**src/rtl/hyper_arb.sv**
```systemverilog
// hyper_arb: round-robin arbiter sharing one HyperRAM controller between
// NUM_PORTS single-dword requesters, with one command outstanding at a time.
module hyper_arb #(
    parameter int NUM_PORTS = 4,
    parameter int BUSY_TO   = 16
) (
    input  logic                    clk,
    input  logic                    reset,
    input  logic [NUM_PORTS-1:0]    req_valid,
    input  logic [NUM_PORTS-1:0]    req_we,
    input  logic [32*NUM_PORTS-1:0] req_addr,
    input  logic [32*NUM_PORTS-1:0] req_wdata,
    input  logic [4*NUM_PORTS-1:0]  req_be,
    output logic [NUM_PORTS-1:0]    req_ready,
    output logic [NUM_PORTS-1:0]    rsp_valid,
    output logic [31:0]             rsp_rdata,
    output logic                    err,
    output logic                    rd_req,
    output logic                    wr_req,
    output logic [31:0]             addr,
    output logic [31:0]             wr_d,
    output logic [3:0]              wr_byte_en,
    output logic [5:0]              rd_num_dwords,
    input  logic                    busy,
    input  logic                    rd_rdy,
    input  logic [31:0]             rd_d
);
    localparam int PW = (NUM_PORTS > 1) ? $clog2(NUM_PORTS) : 1;
    localparam int CW = $clog2(BUSY_TO + 1);
    localparam logic [CW-1:0] TO_LAST = CW'(BUSY_TO - 1);
    localparam logic [PW-1:0] LAST_RST = PW'(NUM_PORTS - 1);
    localparam logic [NUM_PORTS-1:0] ONE = {{(NUM_PORTS-1){1'b0}}, 1'b1};

    typedef enum logic [1:0] {
        IDLE      = 2'd0,
        ISSUE     = 2'd1,
        WAIT_BUSY = 2'd2,
        WAIT_DONE = 2'd3
    } state_t;

    state_t               state_r, state_nxt_s;
    logic [PW-1:0]        last_r, grant_s;
    logic                 grant_vld_s;
    logic                 we_r, got_r, err_r;
    logic [CW-1:0]        cnt_r;
    logic [NUM_PORTS-1:0] req_ready_r, rsp_valid_r;
    logic                 rd_req_r, wr_req_r;
    logic [31:0]          addr_r, wr_d_r, rsp_rdata_r;
    logic [3:0]           be_r;
    logic                 sel_we_s;
    logic [31:0]          sel_addr_s, sel_wdata_s;
    logic [3:0]           sel_be_s;
    logic                 grant_fire_s, rsp_fire_s, rsp_zero_s, rsp_cap_s, err_set_s;

    assign req_ready     = req_ready_r;
    assign rsp_valid     = rsp_valid_r;
    assign rsp_rdata     = rsp_rdata_r;
    assign err           = err_r;
    assign rd_req        = rd_req_r;
    assign wr_req        = wr_req_r;
    assign addr          = addr_r;
    assign wr_d          = wr_d_r;
    assign wr_byte_en    = be_r;
    assign rd_num_dwords = 6'h1;

    // Rotating priority search starting one past the last granted port.
    always_comb begin : arb_p
        logic [PW-1:0] idx_v;
        grant_s     = last_r;
        grant_vld_s = 1'b0;
        idx_v       = last_r;
        for (int i = 1; i <= NUM_PORTS; i++) begin
            idx_v       = PW'((int'(last_r) + i) % NUM_PORTS);
            grant_s     = (!grant_vld_s && req_valid[idx_v]) ? idx_v : grant_s;
            grant_vld_s = grant_vld_s | req_valid[idx_v];
        end
    end

    // Select the winning port's request fields.
    always_comb begin
        sel_we_s    = 1'b0;
        sel_addr_s  = 32'h0;
        sel_wdata_s = 32'h0;
        sel_be_s    = 4'h0;
        for (int i = 0; i < NUM_PORTS; i++) begin
            sel_we_s    = (grant_s == PW'(i)) ? req_we[i]             : sel_we_s;
            sel_addr_s  = (grant_s == PW'(i)) ? req_addr[32*i +: 32]  : sel_addr_s;
            sel_wdata_s = (grant_s == PW'(i)) ? req_wdata[32*i +: 32] : sel_wdata_s;
            sel_be_s    = (grant_s == PW'(i)) ? req_be[4*i +: 4]      : sel_be_s;
        end
    end

    // Next-state and per-cycle transaction decisions.
    always_comb begin
        state_nxt_s  = state_r;
        grant_fire_s = 1'b0;
        rsp_fire_s   = 1'b0;
        rsp_zero_s   = 1'b0;
        rsp_cap_s    = 1'b0;
        err_set_s    = 1'b0;
        case (state_r)
            IDLE: begin
                if (grant_vld_s && !busy) begin
                    grant_fire_s = 1'b1;
                    state_nxt_s  = ISSUE;
                end else begin
                    state_nxt_s = IDLE;
                end
            end
            ISSUE: begin
                state_nxt_s = WAIT_BUSY;
            end
            WAIT_BUSY: begin
                if (busy) begin
                    state_nxt_s = WAIT_DONE;
                end else if (cnt_r == TO_LAST) begin
                    err_set_s   = 1'b1;
                    rsp_fire_s  = 1'b1;
                    rsp_zero_s  = 1'b1;
                    state_nxt_s = IDLE;
                end else begin
                    state_nxt_s = WAIT_BUSY;
                end
            end
            WAIT_DONE: begin
                if (we_r) begin
                    if (!busy) begin
                        rsp_fire_s  = 1'b1;
                        state_nxt_s = IDLE;
                    end else begin
                        state_nxt_s = WAIT_DONE;
                    end
                end else begin
                    // Only the first read strobe is returned; a drop of busy without one is an error.
                    if (rd_rdy && !got_r) begin
                        rsp_fire_s = 1'b1;
                        rsp_cap_s  = 1'b1;
                    end else begin
                        rsp_cap_s = 1'b0;
                    end
                    if (!busy) begin
                        state_nxt_s = IDLE;
                        if (!got_r && !rd_rdy) begin
                            rsp_fire_s = 1'b1;
                            rsp_zero_s = 1'b1;
                            err_set_s  = 1'b1;
                        end else begin
                            rsp_zero_s = 1'b0;
                        end
                    end else begin
                        state_nxt_s = WAIT_DONE;
                    end
                end
            end
            default: begin
                state_nxt_s = IDLE;
            end
        endcase
    end

    // State, grant pointer, command and response registers.
    always_ff @(posedge clk) begin
        if (reset) begin
            state_r     <= IDLE;
            last_r      <= LAST_RST;
            we_r        <= 1'b0;
            got_r       <= 1'b0;
            err_r       <= 1'b0;
            cnt_r       <= {CW{1'b0}};
            req_ready_r <= {NUM_PORTS{1'b0}};
            rsp_valid_r <= {NUM_PORTS{1'b0}};
            rd_req_r    <= 1'b0;
            wr_req_r    <= 1'b0;
            addr_r      <= 32'h0;
            wr_d_r      <= 32'h0;
            be_r        <= 4'h0;
            rsp_rdata_r <= 32'h0;
        end else begin
            state_r     <= state_nxt_s;
            req_ready_r <= {NUM_PORTS{1'b0}};
            rsp_valid_r <= {NUM_PORTS{1'b0}};
            rd_req_r    <= 1'b0;
            wr_req_r    <= 1'b0;
            if (grant_fire_s) begin
                last_r      <= grant_s;
                we_r        <= sel_we_s;
                got_r       <= 1'b0;
                addr_r      <= sel_addr_s;
                wr_d_r      <= sel_wdata_s;
                be_r        <= sel_be_s;
                req_ready_r <= ONE << grant_s;
                rd_req_r    <= ~sel_we_s;
                wr_req_r    <= sel_we_s;
            end
            if (state_r == ISSUE) begin
                cnt_r <= {CW{1'b0}};
            end else if (state_r == WAIT_BUSY) begin
                cnt_r <= cnt_r + CW'(1);
            end
            if (rsp_fire_s) begin
                rsp_valid_r <= ONE << last_r;
            end
            if (rsp_zero_s) begin
                rsp_rdata_r <= 32'h0;
            end else if (rsp_cap_s) begin
                rsp_rdata_r <= rd_d;
            end
            if (rsp_cap_s) begin
                got_r <= 1'b1;
            end
            if (err_set_s) begin
                err_r <= 1'b1;
            end
        end
    end

endmodule
```
**config.mk**
```make
export PLATFORM = sky130hd
export DESIGN_NAME = hyper_arb
export DESIGN_NICKNAME = d
export VERILOG_FILES = /design/src/rtl/hyper_arb.sv
export SDC_FILE = /design/constraint.sdc
export NUM_CORES = 1
export LEC_CHECK = 0
export ABC_AREA = 1
export BUFFER_PORTS_ARGS = -buffer_cell sky130_fd_sc_hd__buf_2
export CORE_AREA = 10 10 158 160
export DETAILED_ROUTE_END_ITERATION = 12
export DIE_AREA = 0 0 168 170
export MAX_ROUTING_LAYER = met4
export PLACE_DENSITY = 0.66
export SYNTH_ARGS = -nofsm -noshare
export SYNTH_HDL_FRONTEND = slang
export SYNTH_SLANG_ARGS = --single-unit
```
**constraint.sdc**
```tcl
create_clock -name clk -period 2.06 [get_ports clk]
set_input_delay 0.103 -clock clk [delete_from_list [all_inputs] [get_ports clk]]
set_output_delay 0.103 -clock clk [all_outputs]
set_load 0.1 [all_outputs]
```
==> results of run 1 <==
## where the power goes
part | internal [W] | switching, W | total, W
clock network | 0.00161 | 0.00133 | 0.00294
logic | 0.00423 | 0.00947 | 0.0137
registers | 0.00292 | 0.000304 | 0.00323
total | 0.00876 | 0.0111 | 0.0199
## tightest hold or removal path, delay by kind of cell
family | cells | cell delay, ns
buffers and inverters | 1 | 0.07
and+or+nand+nor | 4 | 0.21
## final cells by class
type                    instances  area, µm²  area share (%)
well taps                     280      350.3           3.077
diodes                          9      22.52          0.1978
inverters                      68      270.3           2.373
multi-input cells             793       3810           33.46
flip-flops and latches        122       2450           21.51
clock inverters                15      142.6           1.253
clock buffers                  17      425.4           3.736
repair buffers                585       3916           34.39
## path summary, 6_finish.rpt
kind / startpoint / slack, ns / to / cells past startpoint
min: req_wdata[74] / 0.02 / wr_d[10]$_SDFFE_PP0P_ / 5
max: last_r[0]$_SDFFE_PP1P_ / -0.11 / wr_byte_en[2]$_SDFFE_PP0P_ / 17
max reg2reg: last_r[0]$_SDFFE_PP1P_ / -0.11 / wr_byte_en[2]$_SDFFE_PP0P_ / 17
min reg2reg: rsp_rdata[15]$_SDFFE_PP0P_ / 0.46 / rsp_rdata[15]$_SDFFE_PP0P_ / 2
## cell usage after synthesis, drive strengths merged
cell type and instances:
or2 1, clkbuf 45, xor2 1, o211ai 2, o31ai 2, nor2 79, ha 2, buf 36
inv 66, nand2 368, clkinv 2, a211oi 2, nand3 82, a21oi 80, dfxtp 122, a22oi 1
conb 2, o21ai 107, nand4 54, nor3 6
## metal layers
metal | part of all wire (%) | up-vias
li1 | - | 4519
met1 | 38 | 4303
met2 | 49 | 523
met3 | 8.0 | 114
met4 | 4.5 | 0
met5 | 0 | -
## metrics by stage
step | instances | instance area [µm²]
global placement | 1744 | 9328
floorplan | 1064 | 6640
global route | 1889 | 11390
detailed placement | 1744 | 9328
CTS | 1863 | 10880
finish | 1889 | 11390
## registers in the layout (all words and copies together), names as in the netlist
signal,cells
addr,32
rsp_rdata,32
wr_d,32
cnt_r,5
req_ready,4
rsp_valid,4
wr_byte_en,4
last_r,2
state_r,2
err,1
got_r,1
rd_req,1
we_r,1
wr_req,1
## timing repair
action,in CTS,in global routing
endpoints found under the hold margin,58,0
gates cloned,1,9
endpoints found under the setup margin,71,72
hold buffers,85,0
resized for setup,26,69
buffers inserted,1,11
pin swaps,3,23
## kinds of logic after synthesis
group / count (synthesis) / share of synthesized area (%)
other: 2 / 0.1134
adder cells (fa/ha/maj): 2 / 0.3777
buffers and inverters: 149 / 9.669
AO/OA/AOI/OAI: 194 / 14.92
XOR/XNOR: 1 / 0.1322
AND/OR/NAND/NOR: 590 / 37.92
flip-flops: 122 / 36.86
==> results.md, run 1 <==
- The tightest hold path in the finished design has a slack of 0.01668 ns.
- In this run the most used layer during global routing was met2.
- The count of pins over their slew limit is 0.
- The path class of the tightest hold or removal check is in2reg.
- Yosys printed 0 warnings.
- The combined area of all synthesized cells is 0.006625 mm².
- The overall overflow remaining after global route is 0.
- The initial antenna violation count was 10.
- The mean post-synth cell area is 6.250 µm².
- The number of DRC markers after the initial detailed-route iteration is 710.
- Dividing the detail-routed wire length by the instance count gives 19.21 µm.
- By area the synthesized netlist is led by dfxtp_1, nand2_1, o21ai_0.
- The layout has 2123 filler cells.
- Before antenna repair, the detailed router went through 5 iterations.
- The total via count in the routed design is 9459.
- The number of rows in the core area is 54.
- The worst setup path is of the reg2reg kind.
- The via count of the first global-routing pass is 9462.
- Global routing used 6.680% of the available met3 tracks.
- After layout, the worst setup slack is -0.1060 ns.
- The areal power density over the cells is 1745 mW/mm².
- The number of synthesized register bits is 122.
- Setup repair after global routing could not meet its margin everywhere.
- The sort of element at the start of the critical path is a register.
- Static timing analysis puts the maximum clock frequency at 0.4617 GHz.
- Leaving out fill and tap cells, the most frequent cell in the layout is buf_2.
- The biggest area consumer among synthesized cells is dfxtp_1.
- The clock latency of the later-clocked register in the worst-skew pair is 0.43 ns.
- Of all nets on the critical path, the largest fanout is 26.
- The pin count of the biggest net entering global routing is 57.
- The root buffer cell chosen for the clock tree is clkbuf_16.
- The fraction of final layout cells with drive strength greater than 1 is 37.88%.
- For the worst setup path, the data arrival time is 2.47 ns.
- The TritonCTS clock tree is done.
- The largest clock skew in the final design is 0.01392 ns.
- The area growth from synthesis to layout is 71.88%.
- The number of H-tree levels is 4.
- Dividing the detail-routed via count by the number of cells gives 5.007.
- The TritonCTS buffer count is 17.
- The half-perimeter wire length of the detailed placement result is 25670 µm.
- On the worst path, the slowest cell contributes a delay of 0.37 ns.
- In this run the deepest clock path goes through 2 buffers.
- The sort of element at the end of the critical path is a register.
- The family with the most delay on the worst path is simple AND/OR/NAND/NOR gates.
- For this configuration, the core starts out at a cell density of 30.55%.
- The count of nets left with antenna violations once routing finished came out at 0.
- The first global-routing pass estimated 52080 µm of wire.
- The worst supply voltage drop on vdd is 0.001106 V.
- The share of synthesized area occupied by flip-flops and latches is 36.86%.
- The worst slew slack as a fraction of its limit is 59.51%.
- The total wire length after detailed routing is 36290 µm.
- The slowest stage of the critical path belongs to the cell dfxtp_4.
- In this run the biggest area consumer among cell types represents 36.86% of the synthesized area.
- The DRC violations left is 0.
- For the pin with the worst max-slew slack, the measured transition is 0.6074 ns.
- Before CTS, the worst setup slack after placement is -0.1249 ns.
- The die covers 0.02856 mm².
- The static power due to leakage is 5.700 nW.
- The cell that appears most often on the critical path is nand2_4.
- The clock-pin slew of the registers on the worst-case setup and hold paths is 0.06 ns.
- The number of ports placed on the die boundary is 433.
- Measured along the y axis, the die boundary spans 170 µm.
- The shortest clock period the worst path allows after layout is 2.166 ns.
- The flow ran to the end, but the final reports show violations.
- The post-layout total power is 0.01987 W.
- In the global route stage, overall resource usage came out at 23.47%.
- The final-report hold violation count was 0.
- The number of library cell types mapped by synthesis is 30.
- The gate count after technology mapping is 1060.
- The clock drives 122 sinks.
- The checks that failed: negative setup slack.
- Global routing consumed, on the met1 layer, 25.11% of the routing resources.
- The sum of buffers and inverters on the critical path is 5.
- Port buffering added 426 buffers.
- The congestion estimate from routability-driven global placement came to 0.9422.
- For this run, the share of the core covered by cells in the final layout is 52.50%.
- The sum of negative setup slack is -1.719 ns.
- The global-route met2 utilization is 38.90%.
- After floorplanning, the core was sized to cover 0.02169 mm².
- Leaving out fill and tap cells, the most frequent cells in the layout are buf_2, nand2_1, dfxtp_1.
- The final setup violation count is 56.
- The fraction of the cycle the final worst path needs is 105.1%.
- Max-cap violations in this run came to 0.
- The die is 168 µm wide.
- The required time of the critical path is 2.37 ns.
- At the end of the flow, the number of nets in the layout was 1905.
- Walking the worst path, the cells encountered are buf_6 -> nand2_8 -> nand2_4 -> nand2_4 -> inv_2 -> nor2_4 -> nand3_2 -> nand2_1 -> nand2_4 -> inv_2 -> nor2_4 -> buf_4 -> buf_12 -> nand2_2 -> nand3_2 -> nor2_2 -> nor2_1.
(Power assumes the default switching activity.)
==> inputs of run 2 (changes only) <==
--- a/config.mk
+++ b/config.mk
@@ -9,4 +9,5 @@
 export BUFFER_PORTS_ARGS = -buffer_cell sky130_fd_sc_hd__buf_2
 export CORE_AREA = 10 10 158 160
+export CTS_BUF_LIST = sky130_fd_sc_hd__clkbuf_16
 export DETAILED_ROUTE_END_ITERATION = 12
 export DIE_AREA = 0 0 168 170
==> constraint.sdc (replaced) <==
create_clock -name clk -period 2.06 [get_ports clk]
set_input_delay 0.412 -clock clk [delete_from_list [all_inputs] [get_ports clk]]
set_output_delay 0.412 -clock clk [all_outputs]
set_load 0.1 [all_outputs]
==> results.md, run 2 (same netlist as run 1, synthesis figures left out) <==
- The detail-routed via count per cell is 4.936 (was 5.007).
- The required time of the critical path is 2.41 ns (was 2.37 ns).
- The sort of element at the end of the critical path is a register (unchanged).
- The start-to-end type of the worst setup path is reg2reg (unchanged).
- The count of pins over their slew limit is 0 (unchanged).
- The pin slew with the least headroom to its limit was 0.5988 ns (was 0.6074 ns).
- The cell total after placement is 1750 (was 1744).
- The final weighted congestion in routability-driven placement came to 0.9805 (was 0.9422).
- The count of input and output buffers is 426 (unchanged).
- The number of rows in the core area is 54 (unchanged).
- The hold-critical path endpoint is rsp_rdata[19]$_SDFFE_PP0P_ (was wr_d[10]$_SDFFE_PP0P_).
- The total of max-cap violations came to 0 (unchanged).
- The pin count of the biggest net entering global routing is 60 (was 57).
- Failing checks: negative setup slack (unchanged).
- Setup repair after global routing missed its margin: true (unchanged).
- The total via count in the routed design came to 8935 (was 9459).
- The final-layout fill cell count is 2256 (was 2123).
- The layout net count was 1828 (was 1905).
- The static power due to leakage came to 5.406 nW (was 5.700 nW).
- The shortest clock period the worst path allows after layout is 2.064 ns (was 2.166 ns).
- The floorplan die height is 170 µm (unchanged).
- The post-layout total power came to 0.02021 W (was 0.01987 W).
- The number of cells on the worst hold path was 3 (was 5).
- The fraction of final layout cells with drive strength greater than 1 is 41.10% (was 37.88%).
- Result of the run: finished with violations (unchanged).
- The number of H-tree levels is 4 (unchanged).
- The clock latency of the later-clocked register in the worst-skew pair is 0.43 ns (about the same).
- The number of buffers on the longest clock path is 2 (unchanged).
- The largest fanout of any net on the critical path is 8 (was 26).
- The areal power density over the cells came to 1897 mW/mm² (was 1745 mW/mm²).
- The root buffer selected by CTS was clkbuf_16 (unchanged).
- The largest clock skew in the final design is 0.01702 ns (was 0.01392 ns).
- The number of DRC markers after the initial detailed-route iteration was 576 (was 710).
- The via count of the first global-routing pass is 8810 (was 9462).
- The clock sink total is 122 (unchanged).
- The worst endpoint data arrival time is 2.41 ns (was 2.47 ns).
- The post-route non-filler standard cell count is 1810 (was 1889).
- The total iterations of the first detailed-routing run came to 5 (unchanged).
- The initial cell density of the core is 30.55% (unchanged).
- The class of the worst hold path is in2reg (unchanged).
- The worst slew slack as a fraction of its limit came to 60.36% (was 59.51%).
- The top achievable clock speed came to 0.4844 GHz (was 0.4617 GHz).
- The register-to-register path setup slack was -0.004 ns (was -0.11 ns).
- The number of cells on the worst reg-to-reg path is 17 (unchanged).
- The endpoint of the worst register-to-register path is wr_d[15]$_SDFFE_PP0P_ (was wr_byte_en[2]$_SDFFE_PP0P_).
- The die width is 168 µm (unchanged).
- The TritonCTS buffer count came to 17 (unchanged).
- The final setup violation count is 1 (was 56).
- The number of hold buffers added after CTS is 0 (was 85).
- The overall overflow remaining after global route is 0 (unchanged).
- The fraction of the cycle the final worst path needs is 100.2% (was 105.1%).
- Top library cells by usage in the layout, fill and taps aside: buf_2, nand2_1, dfxtp_1 (unchanged).
- The final routed wire length divided by cell count is 19.16 µm (was 19.21 µm).
- The number of antenna-violating nets in the routed design is 0 (unchanged).
- The initial antenna violation count came to 7 (was 10).
- The number of ports placed on the die boundary is 433 (unchanged).
- The most common library cell in the layout ignoring fill and taps is buf_2 (unchanged).
- The area inside the core boundary is 0.02169 mm² (unchanged).
- The area growth from synthesis to layout is 60.77% (was 71.88%).
- The hold path startpoint is rd_d[19] (was req_wdata[74]).
- The DRC violations left was 0 (unchanged).
- The global-route wire length before repair is 50390 µm (was 52080 µm).
- The total wire length after detailed routing is 34680 µm (was 36290 µm).
- The start of the worst register-to-register path is last_r[0]$_SDFFE_PP1P_ (unchanged).
- The final-report hold violation count was 0 (unchanged).
- The sort of element at the start of the critical path is a register (unchanged).
- The pre-CTS worst setup slack was -0.1885 ns (was -0.1249 ns).
- The half-perimeter wire length of the detailed placement result is 26340 µm (was 25670 µm).
- The worst supply voltage drop on vdd is 0.001087 V (was 0.001106 V).
- The TritonCTS clock tree is done (unchanged).
- The die footprint is 0.02856 mm² (unchanged).
- The clock-pin slew of the registers on the worst-case setup and hold paths is 0.07 ns (was 0.06 ns).
- The least setup slack across all paths after layout is -0.004477 ns (was -0.1060 ns).
- The global routing usage summed across all routing layers is 22.90% (was 23.47%).
## run 2: changes by cell type in the layout (fill, tap and decap cells not counted), moves of 6 or more
cell | previous run | this run
o21ai_1 | 21 | 33
buf_4 | 41 | 47
o21ai_0 | 81 | 73
dlygate4sd3_1 | 85 | 0
a21oi_1 | 73 | 61
a21oi_2 | 7 | 19
## run 2: cell type report
| cell class | instances | area (µm²) | share of cell area, % |
|---|---|---|---|
| repair buffers | 508 | 3151 | 29.58 |
| well taps | 280 | 350.3 | 3.289 |
| multi-input cells | 793 | 3842 | 36.07 |
| diodes | 7 | 17.52 | 0.1645 |
| inverters | 68 | 266.5 | 2.502 |
| flip-flops and latches | 122 | 2450 | 23.00 |
| clock buffers | 17 | 425.4 | 3.994 |
| clock inverters | 15 | 148.9 | 1.398 |
## run 2: how the worst max path moves through the flow
| stage | start | end | slack, ns |
|---|---|---|---|
| global placement | last_r[0]$_SDFFE_PP1P_ | wr_d[21]$_SDFFE_PP0P_ | -0.16 |
| finish | last_r[0]$_SDFFE_PP1P_ | wr_d[15]$_SDFFE_PP0P_ | -0.004 |
| detailed placement | last_r[0]$_SDFFE_PP1P_ | wr_d[7]$_SDFFE_PP0P_ | -0.19 |
| CTS | last_r[0]$_SDFFE_PP1P_ | wr_d[7]$_SDFFE_PP0P_ | -0.03 |
| floorplan | last_r[0]$_SDFFE_PP1P_ | addr[31]$_SDFFE_PP0P_ | 0.07 |
| global route | last_r[0]$_SDFFE_PP1P_ | wr_d[15]$_SDFFE_PP0P_ | -0.21 |
## run 2: critical path: stages (launching register included)
cell,delay (ns)
dfxtp_4,0.39
buf_6,0.14
nand2_2,0.06
nand2_2,0.08
nand3_2,0.09
nand2_1,0.11
nand2_1,0.05
nand2_1,0.06
nand2_2,0.06
nand2_4,0.13
inv_4,0.05
nor2_4,0.14
buf_6,0.16
buf_12,0.14
nand2_1,0.07
nand3_2,0.08
nand2_1,0.05
a21oi_1,0.13
## run 2: through the flow
step                instance area (µm²)  utilization, %  hold slack, ns  setup TNS, ns
floorplan                          6640               -          0.4549              0
global placement                   9335           43.04          0.4458         -5.154
detailed placement                 9335           43.04          0.4513         -8.521
CTS                               10230           47.18          0.2439        -0.2886
global route                      10650           49.11          0.2568         -8.113
finish                            10650           49.11          0.2659      -0.004477
## run 2: power by group
group	switching (W)	internal, W
Sequential	0.000291	0.00292
Clock	0.00134	0.00161
Combinational	0.00953	0.00451
## run 2: per-layer routing
| layer | share of wire, % | up-vias | wire length, µm | track usage [%] |
|---|---|---|---|---|
| met4 | 2.1 | 0 | 741 | 7.305 |
| met3 | 8.2 | 37 | 2838 | 6.404 |
| met2 | 51 | 413 | 17580 | 39.43 |
| li1 | - | 4373 | - | - |
| met5 | 0 | - | 0 | - |
| met1 | 39 | 4112 | 13520 | 25.15 |
## run 2: repair_timing
| item | in CTS | in global routing |
|---|---|---|
| pin swaps | 12 | 13 |
| setup buffers | 9 | 2 |
| gates cloned | 4 | 7 |
| hold endpoints to repair | 0 | 0 |
| setup endpoints to repair | 77 | 75 |
| resized for setup | 41 | 77 |
==> inputs of run 3 (changes only) <==
- BUFFER_PORTS_ARGS: -buffer_cell sky130_fd_sc_hd__buf_2 -> -buffer_cell sky130_fd_sc_hd__clkbuf_2
==> results.md, run 3 (same netlist as run 1, synthesis figures left out) <==
- The via count of the first global-routing pass came to 8888 (was 8810).
- The worst endpoint data arrival time was 2.43 ns (was 2.41 ns).
- The global-route wire length before repair came to 50050 µm (was 50390 µm).
- The pin count of the biggest net entering global routing was 57 (was 60).
- The total wire length after detailed routing was 34310 µm (was 34680 µm).
- The clock sink total is 122 (unchanged).
- The initial antenna violation count was 7 (unchanged).
- The largest fanout of any net on the critical path came to 13 (was 8).
- The start of the worst register-to-register path is last_r[0]$_SDFFE_PP1P_ (unchanged).
- The worst supply voltage drop on vdd is 0.001238 V (was 0.001087 V).
- The most common library cell in the layout ignoring fill and taps was clkbuf_2 (was buf_2).
- The number of buffers on the longest clock path is 2 (unchanged).
- The initial cell density of the core is 30.55% (unchanged).
- The required time of the critical path is 2.34 ns (was 2.41 ns).
- The last element of the critical path was wr_d[21]$_SDFFE_PP0P_ (was wr_d[15]$_SDFFE_PP0P_).
- The static power due to leakage came to 5.397 nW (was 5.406 nW).
- The half-perimeter wire length of the detailed placement result is 26280 µm (was 26340 µm).
- The number of rows in the core area is 54 (unchanged).
- The post-route non-filler standard cell count is 1802 (was 1810).
- The TritonCTS buffer count is 17 (unchanged).
- The area inside the core boundary was 0.02169 mm² (unchanged).
- The number of cells on the worst reg-to-reg path is 16 (was 17).
- The largest stage delay on the critical path is 0.41 ns (was 0.39 ns).
- The beginning of the critical path is last_r[0]$_SDFFE_PP1P_ (unchanged).
- The number of hold buffers added after CTS was 0 (unchanged).
- The area growth from synthesis to layout was 59.94% (was 60.77%).
- The sequential power share is 16.2% (was 15.9%).
- Setup repair after global routing missed its margin: true (unchanged).
- The global routing usage summed across all routing layers is 22.80% (was 22.90%).
- The final weighted congestion in routability-driven placement is 0.9532 (was 0.9805).
- The cell at the slowest stage of the critical path was dfxtp_4 (unchanged).
- The largest clock skew in the final design is 0.01026 ns (was 0.01702 ns).
- The fraction of the cycle the final worst path needs came to 104.6% (was 100.2%).
- Failing checks: negative setup slack (unchanged).
- The proportion of power drawn by the clock network is 15.6% (was 14.6%).
- The register-to-register path setup slack is -0.1 ns (was -0.004 ns).
- The number of antenna-violating nets in the routed design is 0 (unchanged).
- The root buffer selected by CTS is clkbuf_16 (unchanged).
- The number of ports placed on the die boundary is 433 (unchanged).
- The cell total after placement was 1741 (was 1750).
- The DRC violations left was 0 (unchanged).
- The die footprint was 0.02856 mm² (unchanged).
- The sum of negative setup slack is -2.045 ns (was -0.004477 ns).
- The layout net count is 1820 (was 1828).
- The final-layout fill cell count is 2242 (was 2256).
- The count of input and output buffers is 426 (unchanged).
- The pin slew with the least headroom to its limit came to 0.6632 ns (was 0.5988 ns).
- The overall overflow remaining after global route came to 0 (unchanged).
- The die width came to 168 µm (unchanged).
- The fraction of power spent switching nets came to 55.27% (was 55.25%).
- The final setup violation count is 57 (was 1).
- The start-to-end type of the worst setup path is reg2reg (unchanged).
- Top library cells by usage in the layout, fill and taps aside: clkbuf_2, nand2_1, dfxtp_1 (was buf_2, nand2_1, dfxtp_1).
- The most numerous cell on the critical path was nand2_1 (unchanged).
- The number of H-tree levels was 4 (unchanged).
- The fraction of final layout cells with drive strength greater than 1 is 41.12% (was 41.10%).
- The endpoint of the worst register-to-register path was wr_d[21]$_SDFFE_PP0P_ (was wr_d[15]$_SDFFE_PP0P_).
- The areal power density over the cells is 1890 mW/mm² (was 1897 mW/mm²).
- Result of the run: finished with violations (unchanged).
- The number of DRC markers after the initial detailed-route iteration was 676 (was 576).
- The final-report hold violation count is 0 (unchanged).
- The count of pins over their slew limit is 0 (unchanged).
- The sort of element at the end of the critical path was a register (unchanged).
- The post-route worst hold slack was 0.2467 ns (was 0.2659 ns).
- The clock-pin slew of the registers on the worst-case setup and hold paths came to 0.07 ns (about the same).
- The class of the worst hold path is in2reg (unchanged).
- The detail-routed via count per cell is 4.912 (was 4.936).
- The internal cell power is 0.008959 W (was 0.009042 W).
- Critical Path, Cell by Cell: inv_6 -> buf_4 -> nand2_1 -> nand2_1 -> nand3_2 -> nand2_2 -> nand2_1 -> nand2_1 -> nand2_2 -> nand2_4 -> buf_4 -> buf_4 -> o21ai_0 -> nand3_2 -> nand2_1 -> a21oi_1 (was buf_6 -> nand2_2 -> nand2_2 -> nand3_2 -> nand2_1 -> nand2_1 -> nand2_1 -> nand2_2 -> nand2_4 -> inv_4 -> nor2_4 -> buf_6 -> buf_12 -> nand2_1 -> nand3_2 -> nand2_1 -> a21oi_1).
- The top achievable clock speed came to 0.4640 GHz (was 0.4844 GHz).
- The shortest clock period the worst path allows after layout is 2.155 ns (was 2.064 ns).
- The worst slew slack as a fraction of its limit came to 55.98% (was 60.36%).
- The floorplan die height is 170 µm (unchanged).
- The TritonCTS clock tree is done (unchanged).
- The total of max-cap violations is 0 (unchanged).
- The sort of element at the start of the critical path is a register (unchanged).
- The total iterations of the first detailed-routing run came to 5 (unchanged).
- The switching power is 0.01107 W (was 0.01116 W).
- The total via count in the routed design was 8851 (was 8935).
- The final routed wire length divided by cell count is 19.04 µm (was 19.16 µm).
- The clock latency of the later-clocked register in the worst-skew pair is 0.42 ns (was 0.43 ns).
- The least setup slack across all paths after layout came to -0.09524 ns (was -0.004477 ns).
- The part of the total power dissipated in combinational logic is 68.2% (was 69.5%).
[run 3: cell count changes in the layout (fill, tap and decap cells not counted), moves of 7 or more]
cell | before | now
o21ai_1 | 33 | 23
clkbuf_2 | 0 | 426
a21oi_2 | 19 | 6
nand3_1 | 63 | 56
a21oi_1 | 61 | 74
o21ai_0 | 73 | 81
buf_2 | 426 | 0
nand2_1 | 343 | 331
[run 3: layout make-up]
type	instances	area (µm²)	area share, %
multi-input combinational	793	3905	36.85
timing repair buffer	500	3005	28.36
sequential	122	2450	23.12
clock buffer	17	425.4	4.015
tap	280	350.3	3.306
inverter	68	262.8	2.480
clock inverter	15	180.2	1.700
antenna	7	17.52	0.1653
[run 3: worst max-delay path, delay by kind of cell, from the launching register on]
family	cells	cell delay (ns)
AOI/OAI and AO/OA	2	0.30
buffers and inverters	4	0.52
DFF	1	0.41
and+or+nand+nor	10	0.78
[run 3: how the worst min path moves through the flow]
stage                     cells after the start                        from  slack, ns                         end
after global routing                          3                     rd_d[5]       0.24   rsp_rdata[5]$_SDFFE_PP0P_
after floorplan                               2          got_r$_SDFFE_PP0P_       0.45          got_r$_SDFFE_PP0P_
after detailed placement                      2  rsp_rdata[24]$_SDFFE_PP0P_       0.45  rsp_rdata[24]$_SDFFE_PP0P_
final                                         3                    rd_d[22]       0.25  rsp_rdata[22]$_SDFFE_PP0P_
after CTS                                     3                    rd_d[22]       0.23  rsp_rdata[22]$_SDFFE_PP0P_
after global placement                        2   rsp_rdata[0]$_SDFFE_PP0P_       0.45   rsp_rdata[0]$_SDFFE_PP0P_
[run 3: power groups by stage]
stage	Sequential [W]	Combinational, W	Clock [W]
2_1_floorplan	0.00693	0.00480	0
3_3_place_gp	0.00326	0.0116	0
3_5_place_dp	0.00327	0.0117	0
4_1_cts	0.00324	0.0126	0.00319
5_1_grt	0.00330	0.0145	0.00331
6_report	0.00324	0.0137	0.00312
[run 3: routing by layer]
layer | GRT usage, % | wire length [µm]
met5 | - | 0
met4 | 7.797 | 1003
met1 | 24.13 | 13250
met3 | 7.510 | 2793
met2 | 39.32 | 17270
[run 3: metrics by stage]
step / total power, W / instance area [µm²] / utilization (%) / setup WS (ns)
after floorplan: 0.01173 / 6640 / - / 0.06814
after global placement: 0.01488 / 9255 / 42.67 / -0.1098
after detailed placement: 0.01493 / 9255 / 42.67 / -0.1823
after CTS: 0.01899 / 10130 / 46.72 / -0.02236
after global routing: 0.02116 / 10600 / 48.86 / -0.2305
final: 0.02003 / 10600 / 48.86 / -0.09524
[run 3: repair_timing]
action | CTS | global route
buffers inserted | 12 | 3
gates resized for setup | 34 | 91
gates cloned | 3 | 4
setup endpoints to repair | 73 | 74
pin swaps | 11 | 30
